File: src/rtl/clk_div_gen.sv
//==============================================================================
// Module      : clk_div_gen
// Description : NUM_CH independent programmable dividers producing a one-cycle
//               tick enable and a near-50% level per channel. Optional per-
//               channel tick counters are built when CLK_DIV_TICK_CNT_EN is set.
// Revision    : 1.0 - initial release
//==============================================================================
`default_nettype none

module clk_div_gen #(
    parameter int NUM_CH = 4,
    parameter int WIDTH  = 16
) (
    input  logic                    clk,
    input  logic                    reset_n,
    input  logic [NUM_CH-1:0]       enable,
    input  logic [NUM_CH-1:0]       load,
    input  logic [NUM_CH*WIDTH-1:0] divisor,
    output logic [NUM_CH-1:0]       tick,
    output logic [NUM_CH-1:0]       clk_out,
    output logic [NUM_CH-1:0]       pend,
    output logic [NUM_CH*16-1:0]    tick_cnt
);

    localparam int c_TCW = 16;

    for (genvar i = 0; i < NUM_CH; i++) begin : g_ch
        logic [WIDTH-1:0] r_div;
        logic [WIDTH-1:0] r_pdiv;
        logic [WIDTH-1:0] r_cnt;
        logic             r_pend;
        logic             r_tick;
        logic             r_clk;

        logic [WIDTH-1:0] w_din;
        logic [WIDTH-1:0] w_dnext;
        logic [WIDTH-1:0] w_cnext;
        logic [WIDTH-1:0] w_half;
        logic             w_run;
        logic             w_wrap;
        logic             w_apply;
        logic             w_live;

        assign w_din  = divisor[i*WIDTH +: WIDTH];
        assign w_run  = enable[i] && (r_div != '0);
        assign w_wrap = w_run && (r_cnt == (r_div - WIDTH'(1)));

        // A load landing on the wrap edge bypasses the pending register.
        assign w_apply = w_wrap ? (load[i] || r_pend) : (!w_run && r_pend);
        assign w_dnext = !w_apply            ? r_div :
                         (w_wrap && load[i]) ? w_din : r_pdiv;

        assign w_cnext = (!w_run || w_wrap) ? '0 : r_cnt + WIDTH'(1);
        assign w_half  = (w_dnext >> 1) + {{(WIDTH-1){1'b0}}, w_dnext[0]};
        assign w_live  = w_run && (w_dnext != '0);

        always_ff @(posedge clk or negedge reset_n) begin
            if (!reset_n) begin
                r_div  <= '0;
                r_pdiv <= '0;
                r_cnt  <= '0;
                r_pend <= 1'b0;
                r_tick <= 1'b0;
                r_clk  <= 1'b0;
            end else begin
                r_div <= w_dnext;
                if (load[i]) begin
                    r_pdiv <= w_din;
                end
                if (w_wrap) begin
                    r_pend <= 1'b0;
                end else if (w_apply) begin
                    r_pend <= load[i];
                end else begin
                    r_pend <= r_pend | load[i];
                end
                r_cnt  <= w_cnext;
                r_tick <= w_wrap && w_live;
                r_clk  <= w_live && (w_cnext < w_half);
            end
        end

        assign tick[i]    = r_tick;
        assign clk_out[i] = r_clk;
        assign pend[i]    = r_pend;

`ifdef CLK_DIV_TICK_CNT_EN
        logic [c_TCW-1:0] r_tc;

        always_ff @(posedge clk or negedge reset_n) begin
            if (!reset_n) begin
                r_tc <= '0;
            end else if (w_apply) begin
                r_tc <= '0;
            end else if (r_tick) begin
                r_tc <= r_tc + c_TCW'(1);
            end
        end

        assign tick_cnt[i*c_TCW +: c_TCW] = r_tc;
`else
        assign tick_cnt[i*c_TCW +: c_TCW] = '0;
`endif
    end : g_ch

endmodule : clk_div_gen

`default_nettype wire

File: config.mk
export PLATFORM = sky130hd
export DESIGN_NAME = clk_div_gen
export DESIGN_NICKNAME = d
export VERILOG_FILES = /design/src/rtl/clk_div_gen.sv
export SDC_FILE = /design/constraint.sdc
export NUM_CORES = 1
export LEC_CHECK = 0
export CORE_AREA = 5 5 170 172
export CTS_BUF_LIST = sky130_fd_sc_hd__clkbuf_16
export CTS_CLUSTER_DIAMETER = 40
export DETAILED_ROUTE_END_ITERATION = 8
export DIE_AREA = 0 0 175 177
export PLACE_DENSITY_LB_ADDON = 0.12
export SYNTH_ARGS = -nofsm -noshare
export SYNTH_HDL_FRONTEND = slang
export SYNTH_SLANG_ARGS = --single-unit
File: constraint.sdc
create_clock -name clk -period 6.85 [get_ports clk]
set_input_delay 1.0275 -clock clk [delete_from_list [all_inputs] [get_ports clk]]
set_output_delay 1.0275 -clock clk [all_outputs]
set_load 0.01 [all_outputs]
[After elaboration in Yosys (flattened, before gate mapping)]
Index checks and enable logic that the tools add are counted.
W data, S select, Z words.
Operators by class
  add/subtract/negate cells: 12
  order comparisons: 4
  equal/unequal tests: 4
  muxes and demuxes: 24
  bitwise operators: 4
  reductions and logical operators: 48
Operators with widths (number)
  $mux W16: 12
  $reduce_bool A16 Y1: 8
  $add A15 B1 Y16: 4
  $add A16 B1 Y16 const B: 4
  $eq A16 B16 Y1: 4
  $lt A16 B16 Y1: 4
  $sub A16 B1 Y16 const B: 4
  $logic_and A1 B1 Y1: 28
  $mux W1: 12
  $logic_or A1 B1 Y1: 8
  $logic_not A1 Y1: 4
  $or A1 B1 Y1: 4
Storage, ports and cells
  bits in registers: 204
  input bits: 74
  output and inout port bits: 76

[Depth between registers and ports, before layout]
  word-level depth: 9
  gate-level depth with buffers: 30

[Worst setup path after synthesis]
Ideal clock, no wire load.
  kind: reg-to-reg
  start: register g_ch[0].r_div[0]
  end: register g_ch[0].r_clk
  arrival: 5641 ps
  setup slack: 1115 ps
  stages on the path, launching flop included: 30
  buffers on the path: 1
  period minus slack after synthesis: 5735 ps
  path through: dfrtp_1 inv_1 ha_1 or4b_4 or4_1 o21a_1 a211oi_2 nand4b_2 nor3_4 buf_6 mux2i_1 nand2_1 a21boi_0 ha_1 nand3_1 o22a_1 nor4_2 nand2_1 xnor2_1 ha_1 a21o_1 a21oi_1 nor2b_1 o21ai_0 nand2b_1 a21oi_1 nor2b_1 o21ai_0 nand3b_1 a211oi_1
On the way
  cells in the longest elaborated chain, start to end: 9
  elaborated cells on any way between the ends: 18
Ends and longest elaborated chain
  start: declaration: line 28  | logic [WIDTH-1:0] r_div;
  start signal: assignment: line 66  | r_div <= w_dnext;
  $sub A16 B1 Y16 or $reduce_bool A16 Y1 (tied branches): line 46, 45
  $eq A16 B16 Y1 or $logic_and A1 B1 Y1 (tied branches): line 46, 45
  $logic_and A1 B1 Y1 or $logic_not A1 Y1 (tied branches): line 46, 49
  $logic_and A1 B1 Y1 (on tied branches): line 51, 49
  $mux W16 or $mux W1 (tied branches): line 51, 49
  $mux W16 (*): line 50  | assign w_dnext = !w_apply ? r_div :
  named net g_ch[0].w_dnext[1]: line 36  | logic [WIDTH-1:0] w_dnext;
  $add A15 B1 Y16 or $reduce_bool A16 Y1 (tied branches): line 54, 55
  $lt A16 B16 Y1 or $logic_and A1 B1 Y1 (tied branches): line 79, 55
  $logic_and A1 B1 Y1 (*): line 79  | r_clk <= w_live && (w_cnext < w_half);
  end signal: assignment: line 79
  end: declaration: line 33  | logic r_clk;
Mark *: on every way through the listed nets, which the timed path passes. The rest lies on a longest branch.
A chain may end at the register's enable or synchronous reset.

[Worst setup path after layout]
  start: register g_ch[3].r_div[0]
  end: register g_ch[3].r_clk
On the way
  cells in the longest elaborated chain, start to end: 9
  elaborated cells on any way between the ends: 18
Ends and longest elaborated chain (line)
  start: declaration: 28
  start signal: assignment: 66
  $sub A16 B1 Y16 or $reduce_bool A16 Y1 (tied branches): 46, 45
  $eq A16 B16 Y1 or $logic_and A1 B1 Y1 (tied branches): 46, 45
  $logic_and A1 B1 Y1 or $logic_not A1 Y1 (tied branches): 46, 49
  $logic_and A1 B1 Y1 (on tied branches): 51, 49
  $mux W16 or $mux W1 (tied branches): 51, 49
  $mux W16 (*): 50
  named net g_ch[3].w_dnext[0]: 36
  $add A15 B1 Y16 or $reduce_bool A16 Y1 (tied branches): 54, 55
  $lt A16 B16 Y1 or $logic_and A1 B1 Y1 (tied branches): 79, 55
  $logic_and A1 B1 Y1 (*): 79
  end signal: assignment: 79
  end: declaration: 33
Marks and branches as above.

==> flow_summary.toml <==
[clock_tree]
holdBufCountCts = 0
cts.path.max_buffers = 3
cts-htree-levels = 2
cts_made_buffers = 40
clockRootBuffer = "clkbuf_16"
cts_sinks = 204
clkLatencyLatePin_ns = 0.52
clkTransAtPathRegs_ns = 0.05
cts_tree = "built"

[synthesis]
seq_area_frac_synth = 0.349
synth-compound-area-share = 0.114
synth_ff_type = "dfrtp_1"
synth_area_leaders = "dfrtp_1 35%, ha_1 6.8%, xnor2_1 6.3%"
synth_common_cells = "204 x dfrtp_1, 153 x nor2_1, 105 x xnor2_1"
ys_warn_count = 0
synth_area_per_cell_um2 = 9.35
synth_top_family_by_area = "simple AND/OR/NAND/NOR gates"
synth_enable_flop_cells = 0
ys_types = 89
syn_area_um2 = 14600
synth_top_area_share = 0.349
ys_async_sr_fraction = 1.00
synth_fa_ha_area_frac = 0.0684
ys_ff_latch = 204
yosysMostFrequentCell = "dfrtp_1"
yosys.area_share.simple = 0.198
synth_xor_area_frac = 0.115
synth.area.mux_share = 0.0800
yosysTopAreaCell = "dfrtp_1"
syn_inst = 1565

[timing]
setup_tns_ns = 0
hold_slack_ns = 0.498
hold_violations = 0
max_slew.worst_pin.slew_ns = 0.875
finalSetupViolations = 0
timing.final.crit_share = 0.914
maxSlewViolCount = 0
fin_crit_ns = 6.26
finalClockSkew_ns = 0.0234
slew_headroom = 0.412
fmax_ghz = 0.160
grt_setup_unrepaired = "false"

[pwr]
sw_frac_of_total = 0.315
pwr-share-comb = 0.208
switchingPower_mw = 1.34
leakage_nw = 7.34
pwr-share-clk = 0.446
vdd_ir_drop_max_mv = 0.181
power_density_nw_per_um2 = 252
p_int_mw = 2.91
pwr-share-seq = 0.346

[worst_setup_path]
end_kind = "flip-flop"
reg2regPathDepth = 25
required_ns = 7.24
rrSetupSlack_ns = 0.59
rr_startpoint = "g_ch[3].r_div[0]"
cp_max_fo = 10
r2r-end = "g_ch[3].r_clk"
worst-setup-path-type = "reg -> reg"
cp.arrival_ns = 6.65
cp-start-kind = "flip-flop"

[die]
initial_core_util = 0.536
rows = 61
fp.coreArea_um2 = 27300
num_io_pins = 150
dieWidth_um = 175
dieHeight_um = 177
die-area_um2 = 31000

[routing]
wl_um = 36700
via_per_inst = 5.72
wire_per_inst_um = 18.1
dr_total_vias = 11573
dr.pass1.iters = 5
drtIter0Drc = 703
drc_errors = 0
drtAntennaViolNets = 0

[run]
drv_cap = 0

[global_routing]
gr-total-overflow = 0
antenna_found_initial = 0
track_usage = 0.234
grt_pass1_vias = 11413
grt_pass1_wl_um = 59800
grt_start_max_net_pins = 100

[placement]
dp_cells = 1947
dp_hpwl_um = 27900
globalplace.congestion = 0.969
io_buffer_count = 85

[finish]
fillCellCount = 2408
regArea_um2 = 5100
nets = 1800
fin_cells = 2024
area_growth_pct = 15.1
layout-drive-gt1-share = 0.125
multi_input_area_um2 = 8690
diodes = 0

[min_path]
hp-start = "g_ch[0].r_pdiv[6]"
min_path_cells = 1
hp-class = "reg -> reg"
holdPathEnd = "g_ch[0].r_pdiv[6]"

[outcome]
outcome = "finished clean"
[critical path, cell delays in order, from the launching register on]
cell and delay (ns):
dfrtp_1 0.45, inv_1 0.12, ha_1 0.38, nor4b_2 0.39, nand3_1 0.25, or4_1 0.53, a211oi_2 0.27, nand3_1 0.25
or3_1 0.54, o21ai_0 0.21, a21oi_1 0.11, inv_1 0.08, ha_1 0.19, ha_1 0.23, inv_1 0.09, nor4_4 0.40
nand2_1 0.12, xnor2_1 0.17, ha_1 0.32, a21o_1 0.11, a21oi_1 0.07, nand2b_1 0.09, nor2_1 0.04, a2111oi_0 0.39
o31ai_1 0.13, and3_1 0.19
[cell type report]
class | instances | share of cell area
clock buffers | 41 | 0.0609
clock inverters | 33 | 0.0169
inverters | 74 | 0.0165
multi-input cells | 1218 | 0.516
flip-flops and latches | 204 | 0.303
well taps | 346 | 0.0257
repair buffers | 108 | 0.0611
[per-stage QoR]
step                cell area (µm²)  worst slack, ns   util  total power [mW]
floorplan                     14900             1.11      -              2.11
CTS                           16800            0.392  0.615              4.28
finish                        16800            0.591  0.616              4.25
global route                  16800           0.0218  0.616              4.47
detailed placement            15500            0.472  0.567              2.36
global placement              15500            0.429  0.567              2.35
[routing by layer]
| layer | vias to the layer above | track usage | routed length (µm) |
|---|---|---|---|
| met1 | 5589 | 0.324 | 16700 |
| met2 | 308 | 0.393 | 17600 |
| met5 | - | 0 | 0 |
| met3 | 48 | 0.0344 | 1780 |
| li1 | 5628 | - | - |
| met4 | 0 | 0.0527 | 557 |
[worst max-delay path by stage]
stage                         end              from
floorplan           g_ch[0].r_clk  g_ch[0].r_div[0]
global placement    g_ch[0].r_clk  g_ch[0].r_div[0]
detailed placement  g_ch[0].r_clk  g_ch[0].r_div[0]
CTS                 g_ch[0].r_clk  g_ch[0].r_div[0]
global route        g_ch[3].r_clk  g_ch[3].r_div[0]
finish              g_ch[3].r_clk  g_ch[3].r_div[0]
[state kept, by name, summed over array words and instances (netlist names)]
name and flops:
g_ch.r_pend 4, g_ch.r_div 64, g_ch.r_clk 4, g_ch.r_cnt 64, g_ch.r_tick 4, g_ch.r_pdiv 64
[cells by family after synthesis]
logic type | count (synthesis)
adders and majority gates | 80
DFF | 204
xor gates and xnor gates | 192
buffers and inverters | 206
and+or+nand+nor | 540
AOI/OAI and AO/OA | 235
other | 1
muxes | 107
[repair_timing]
action | CTS | global route
endpoints found under the hold margin | 0 | 0
setup endpoints to repair | 0 | 2
buffers inserted | 0 | 3
resized for setup | 0 | 3
[placed cells by master, fill, tap and decap left out, types with 41 or more instances in the layout]
cell type and instances:
inv_1 77, a21oi_1 45, ha_1 80, nand3_1 71
clkbuf_16 41, clkdlybuf4s50_1 84, conb_1 64, dfrtp_1 204
xnor2_1 105, mux2_2 66, nor2_1 153, nand2_1 83
xor2_1 87
[power groups by stage]
stage | clock network [mW] | registers, mW | logic, mW
2_1_floorplan | 0 | 1.42 | 0.691
3_3_place_gp | 0 | 1.48 | 0.862
3_5_place_dp | 0 | 1.49 | 0.873
4_1_cts | 1.93 | 1.47 | 0.881
5_1_grt | 2.00 | 1.49 | 0.985
6_report | 1.89 | 1.47 | 0.884
No activity file was read; power rests on OpenSTA's default activity.
